**src/rtl/sha_pkg.sv**
```systemverilog
// Shared definitions for the SHA-256 header message loader: FSM states and padding constants.
package sha_pkg;

    typedef enum logic [1:0] {
        ST_IDLE = 2'd0,
        ST_REQ  = 2'd1,
        ST_EMIT = 2'd2,
        ST_PAD  = 2'd3
    } loader_state_e;

    localparam logic [31:0] PAD_WORD        = 32'h8000_0000;
    localparam int unsigned HDR_LEN_BITS    = 640;
    localparam int unsigned WORDS_PER_BLOCK = 16;
    localparam logic [4:0]  LAST_WORD       = 5'd31;

    // Padding content for message words 20..31 of an 80-byte message.
    function automatic logic [31:0] pad_word(input logic [4:0] idx);
        if (idx == 5'd20) begin
            return PAD_WORD;
        end else if (idx == LAST_WORD) begin
            return 32'(HDR_LEN_BITS);
        end
        return 32'h0;
    endfunction

endpackage

```
**src/rtl/sha_sync_edge.sv**
```systemverilog
// Multi-flop synchronizer for an asynchronous strobe, with a one-cycle rising-edge pulse.
module sha_sync_edge #(
    parameter int SYNC_STAGES = 2
) (
    input  logic clk,
    input  logic rst_n,
    input  logic i_async,
    output logic o_level,
    output logic o_rise
);

    logic [SYNC_STAGES-1:0] r_sync;
    logic                   r_prev;

    always_ff @(posedge clk or negedge rst_n) begin
        if (!rst_n) begin
            r_sync <= '0;
            r_prev <= 1'b0;
        end else begin
            r_sync <= {r_sync[SYNC_STAGES-2:0], i_async};
            r_prev <= r_sync[SYNC_STAGES-1];
        end
    end

    assign o_level = r_sync[SYNC_STAGES-1];
    assign o_rise  = r_sync[SYNC_STAGES-1] & ~r_prev;

endmodule

```
**src/rtl/sha_msg_loader.sv**
```systemverilog
// Loads an 80-byte header from a byte-wide async host and emits two padded SHA-256 blocks.
// Optional LOADER_NONCE_EN: only 76 bytes are requested and word 19 comes from i_nonce.
module sha_msg_loader
    import sha_pkg::*;
#(
    parameter int SYNC_STAGES = 2,
    parameter int HDR_BYTES   = 80
) (
    input  logic        clk,
    input  logic        rst_n,
    input  logic        i_start,
    input  logic [7:0]  i_data_in,
    input  logic        i_rdy,
`ifdef LOADER_NONCE_EN
    input  logic [31:0] i_nonce,
`endif
    output logic        o_rq,
    output logic [31:0] o_word_out,
    output logic        o_word_valid,
    input  logic        i_word_ready,
    output logic [3:0]  o_word_idx,
    output logic        o_block_last,
    output logic        o_busy
);

`ifdef LOADER_NONCE_EN
    localparam int REQ_BYTES = HDR_BYTES - 4;
`else
    localparam int REQ_BYTES = HDR_BYTES;
`endif
    localparam logic [6:0] REQ_BYTES_C   = 7'(REQ_BYTES);
    localparam logic [4:0] LAST_REQ_WORD = 5'(REQ_BYTES / 4 - 1);

    loader_state_e r_state;
    logic [6:0]    r_bcnt;
    logic [4:0]    r_wcnt;
    logic [31:0]   r_word;
    logic          r_valid;
    logic          r_rq;
    logic          r_busy;
    logic          r_pend;
    logic          w_rdy_lvl;
    logic          w_rdy_rise;
    logic          w_xfer;

    sha_sync_edge #(
        .SYNC_STAGES(SYNC_STAGES)
    ) u_rdy_sync (
        .clk     (clk),
        .rst_n   (rst_n),
        .i_async (i_rdy),
        .o_level (w_rdy_lvl),
        .o_rise  (w_rdy_rise)
    );

    assign w_xfer = r_valid & i_word_ready;

    always_ff @(posedge clk or negedge rst_n) begin
        if (!rst_n) begin
            r_state <= ST_IDLE;
            r_bcnt  <= '0;
            r_wcnt  <= '0;
            r_word  <= '0;
            r_valid <= 1'b0;
            r_rq    <= 1'b0;
            r_busy  <= 1'b0;
            r_pend  <= 1'b0;
        end else begin
            unique case (r_state)
                ST_IDLE: begin
                    if (i_start) begin
                        r_state <= ST_REQ;
                        r_busy  <= 1'b1;
                        r_bcnt  <= '0;
                        r_wcnt  <= '0;
                        r_pend  <= 1'b0;
                        r_rq    <= ~w_rdy_lvl;
                    end
                end
                ST_REQ: begin
                    // Capture lands one cycle after the detected edge; rq drops on capture.
                    if (r_pend) begin
                        r_pend <= 1'b0;
                        r_rq   <= 1'b0;
                        r_word <= {r_word[23:0], i_data_in};
                        if (r_bcnt != REQ_BYTES_C) begin
                            r_bcnt <= r_bcnt + 7'd1;
                        end
                        if (r_bcnt[1:0] == 2'd3) begin
                            r_state <= ST_EMIT;
                            r_valid <= 1'b1;
                        end
                    end else if (w_rdy_rise && r_rq) begin
                        r_pend <= 1'b1;
                    end else if (!r_rq && !w_rdy_lvl) begin
                        r_rq <= 1'b1;
                    end
                end
                ST_EMIT: begin
                    if (w_xfer) begin
                        r_wcnt <= r_wcnt + 5'd1;
                        if (r_wcnt < LAST_REQ_WORD) begin
                            r_state <= ST_REQ;
                            r_valid <= 1'b0;
                            r_rq    <= ~w_rdy_lvl;
`ifdef LOADER_NONCE_EN
                        end else if (r_wcnt == LAST_REQ_WORD) begin
                            r_word <= i_nonce;
`endif
                        end else begin
                            r_state <= ST_PAD;
                            r_word  <= PAD_WORD;
                        end
                    end
                end
                ST_PAD: begin
                    if (w_xfer) begin
                        if (r_wcnt == LAST_WORD) begin
                            r_state <= ST_IDLE;
                            r_valid <= 1'b0;
                            r_busy  <= 1'b0;
                            r_wcnt  <= '0;
                        end else begin
                            r_wcnt <= r_wcnt + 5'd1;
                            r_word <= pad_word(r_wcnt + 5'd1);
                        end
                    end
                end
                default: r_state <= ST_IDLE;
            endcase
        end
    end

    assign o_rq         = r_rq;
    assign o_word_out   = r_word;
    assign o_word_valid = r_valid;
    assign o_word_idx   = r_wcnt[3:0];
    assign o_block_last = r_valid && (r_wcnt == LAST_WORD);
    assign o_busy       = r_busy;

endmodule
```
**config.mk**
```make
export PLATFORM = sky130hd
export DESIGN_NAME = sha_msg_loader
export DESIGN_NICKNAME = d
export VERILOG_FILES = /design/src/rtl/sha_pkg.sv /design/src/rtl/sha_sync_edge.sv /design/src/rtl/sha_msg_loader.sv
export SDC_FILE = /design/constraint.sdc
export NUM_CORES = 1
export LEC_CHECK = 0
export ABC_CLOCK_PERIOD_IN_PS = 2510
export CORE_UTILIZATION = 51
export DETAILED_ROUTE_END_ITERATION = 6
export PLACE_DENSITY = 0.8
export SYNTH_ARGS = -nofsm -noshare
export SYNTH_HDL_FRONTEND = slang
export SYNTH_SLANG_ARGS = --single-unit
```
**constraint.sdc**
```tcl
create_clock -name clk -period 2.51 [get_ports clk]
set_input_delay 0.251 -clock clk [delete_from_list [all_inputs] [get_ports clk]]
set_output_delay 0.251 -clock clk [all_outputs]
set_load 0.01 [all_outputs]
```
==> results_dict.tcl <==
set metrics [dict create \
    clkSinkCount 53 \
    synth_edf_count 0 \
    netlist.area_leader.share_pct 52.84 \
    overflow 0 \
    power_leakage_nw 1.703 \
    r2r_setup_slack_ns 0.22 \
    yosys_warnings 0 \
    place.gp.congestion 0.8238 \
    ys_ff_latch 53 \
    timing.fmax_mhz 421.3 \
    path_max_fanout 7 \
    regArea_um2 1328 \
    synth_top_area_cell "dfrtp_1" \
    num_rows 25 \
    clock_skew_ns 0.009055 \
    grt_pass1_vias 1789 \
    ios 53 \
    tns_ns 0 \
    utilization_pct 67.07 \
    layout_min_cycle_time_ns 2.374 \
    drt-vias-per-instance 5.425 \
    cts_max_level 2 \
    synth_area_leaders "dfrtp_1 (53%), a21o_1 (8.7%), and3_1 (7.5%)" \
    hold_buffers 0 \
    relSlewSlack_pct 56.31 \
    p_clk_share_pct 14.9 \
    tightestPinTransition_ns 0.6554 \
    drc 0 \
    final_common_cell "dfrtp_1" \
    synth-seq-area-share_pct 52.84 \
    start_util_pct 53.14 \
    grt_pass1_wl_um 8418 \
    die-area_um2 5206 \
    path_class "register to output pin" \
    setup_viol 0 \
    r2r_end "o_word_out[7]$_DFFE_PN0P_" \
    insertion_delay_ns 0.30 \
    critPathLaunchType "register" \
    power_density_nw_per_um2 1018 \
    fillCellCount 373 \
    vias 1915 \
    worst_hold_path_type "primary input to asynchronous set/reset pin" \
    synthCells 237 \
    core_region_area_um2 4723 \
    drtIter0Drc 167 \
    drive_gt1_share_pct 8.392 \
    multi_input_area_um2 1072 \
    portBuffers 52 \
    antenna_found_initial 0 \
    endpoint "o_block_last" \
    p_sw_mw 1.180 \
    cts-buffers-inserted 5 \
    area_delta_synth_final_pct 26.22 \
    root_buffer "clkbuf_8" \
    fin_nets 304 \
    final-hold-violation-count 0 \
    dr.pass1.iters 4 \
    reg2regPathDepth 7 \
    syn-num-nets 256 \
    intPower_mw 2.045 \
    antenna_cells 0 \
    grt_max_degree 54 \
    dp_hpwl_um 3387 \
    final_cell_mix "dfrtp_1 (52), clkdlybuf4s50_1 (51), and3_1 (30), a21o_1 (29), nand2_1 (17)" \
    synthDistinctLibCells 37 \
    die_x_um 72.15 \
    timing.hold.ws_ns 0.04428 \
    rsz0062_at_grt "false" \
    critPathLaunch "r_wcnt[1]$_DFFE_PN0P_" \
    p_seq_share_pct 42.2 \
    wl_per_cell_um 14.01 \
    clk_path_buf_depth 2 \
    async_reset_ff_share_pct 100.0 \
    clkTransAtPathRegs_ns 0.10 \
    period_share_pct 94.56 \
    fp.dieH_um 72.15 \
    pwr-share-comb_pct 43.0 \
    drtAntennaViolNets 0 \
    cts_tree "built" \
    post-cts-setup-buffers 0 \
    ir_worst_vdd_mv 0.5918 \
    syn_area_per_cell_um2 10.59 \
    power.share.switching_pct 36.59 \
    status "completed" \
    wirelength_um 4945 \
    synth_area_um2 2510 \
    required_ns 2.26 \
    ys.flop_type "dfrtp_1" \
    regToRegStartpoint "r_wcnt[1]$_DFFE_PN0P_" \
    drv_cap 0 \
    track_usage_pct 20.61 \
    cp.arrival_ns 2.12 \
    end_kind "output pin" \
    slew_violations 0 \
]
==> cells in the mapped netlist (2+ instances only) <==
| cell type | count |
|---|---|
| clkbuf_1 | 9 |
| nand2_1 | 17 |
| dfrtp_1 | 53 |
| xnor2_1 | 2 |
| a21oi_1 | 6 |
| and3_1 | 30 |
| o31ai_1 | 4 |
| nand4_1 | 2 |
| buf_4 | 4 |
| or3_1 | 3 |
| nor2_1 | 8 |
| nand3_1 | 4 |
| buf_2 | 4 |
| and2_1 | 5 |
| nor3_1 | 2 |
| a21o_1 | 29 |
| o21ai_0 | 13 |
| ha_1 | 6 |
| a22o_1 | 2 |
| nand2b_1 | 2 |
| xor2_1 | 4 |
| inv_1 | 9 |
| a31oi_1 | 3 |
| mux2_2 | 3 |
==> flip-flops by register name, indices dropped and copies added, names as in the netlist <==
signal,count
r_pend,1
r_state,2
r_bcnt,7
r_wcnt,5
o_busy,1
o_word_out,32
u_rdy_sync.r_prev,1
u_rdy_sync.r_sync,2
o_rq,1
o_word_valid,1
==> critical path, cell delays in order (launching register included) <==
cell and delay (ns):
dfrtp_1 0.49, ha_1 0.27, and3_1 0.17, ha_1 0.21, and2_1 0.15, clkdlybuf4s50_1 0.53
==> worst min-delay path by stage <==
stage                                         from                        endpoint
finish                                       rst_n      o_word_out[18]$_DFFE_PN0P_
global route                                 rst_n      o_word_out[18]$_DFFE_PN0P_
CTS                                          rst_n      o_word_out[26]$_DFFE_PN0P_
detailed placement  u_rdy_sync.r_sync[0]$_DFF_PN0_  u_rdy_sync.r_sync[1]$_DFF_PN0_
global placement    u_rdy_sync.r_sync[0]$_DFF_PN0_  u_rdy_sync.r_sync[1]$_DFF_PN0_
floorplan                                    rst_n              o_busy$_DFFE_PN0P_
==> repair_timing <==
action	in CTS	in global routing
setup endpoints to repair	0	1
hold endpoints to repair	0	0
gates resized for setup	0	1
==> final cells by class <==
type | count | share of cell area, %
Sequential cell | 53 | 41.90
Timing Repair Buffer | 58 | 17.69
Clock buffer | 5 | 2.172
Tap cell | 67 | 2.646
Inverter | 9 | 1.066
Multi-Input combinational cell | 158 | 33.85
Clock inverter | 3 | 0.6714
==> power groups by stage <==
| stage | registers, mW | logic, mW | clock network [mW] |
|---|---|---|---|
| 4_1_cts | 1.36 | 1.40 | 0.488 |
| 3_5_place_dp | 1.37 | 1.39 | 0 |
| 2_1_floorplan | 1.39 | 0.732 | 0 |
| 5_1_grt | 1.40 | 1.53 | 0.531 |
| 3_3_place_gp | 1.36 | 1.36 | 0 |
| 6_report | 1.36 | 1.39 | 0.479 |
==> logic make-up (layout without fill, tap and decap cells) <==
logic type | Yosys count | count (layout) | share of synthesized area (%)
fa+ha+maj | 6 | 6 | 2.991
buf+inv | 26 | 75 | 4.686
flops | 53 | 53 | 52.84
simple gates | 77 | 77 | 16.85
mux | 4 | 4 | 1.745
compound gates | 65 | 65 | 18.79
xor+xnor | 6 | 6 | 2.094
==> per-stage QoR <==
stage	power, mW	worst slack [ns]	instances	cell area [um^2]
finish	3.225	0.1365	353	3168
global route	3.458	0.002951	353	3168
CTS	3.243	0.1226	353	3167
detailed placement	2.765	0.2486	345	3077
global placement	2.728	0.3812	345	3077
floorplan	2.118	0.5057	237	2510
==> per-layer routing <==
metal / wire, um / global-route usage, % / vias up
li1: - / - / 925
met1: 2423 / 30.45 / 939
met2: 2366 / 31.57 / 51
met3: 155 / 3.194 / 0
met4: 0 / 6.318 / 0
met5: 0 / 0 / -
(Power assumes the default switching activity.)
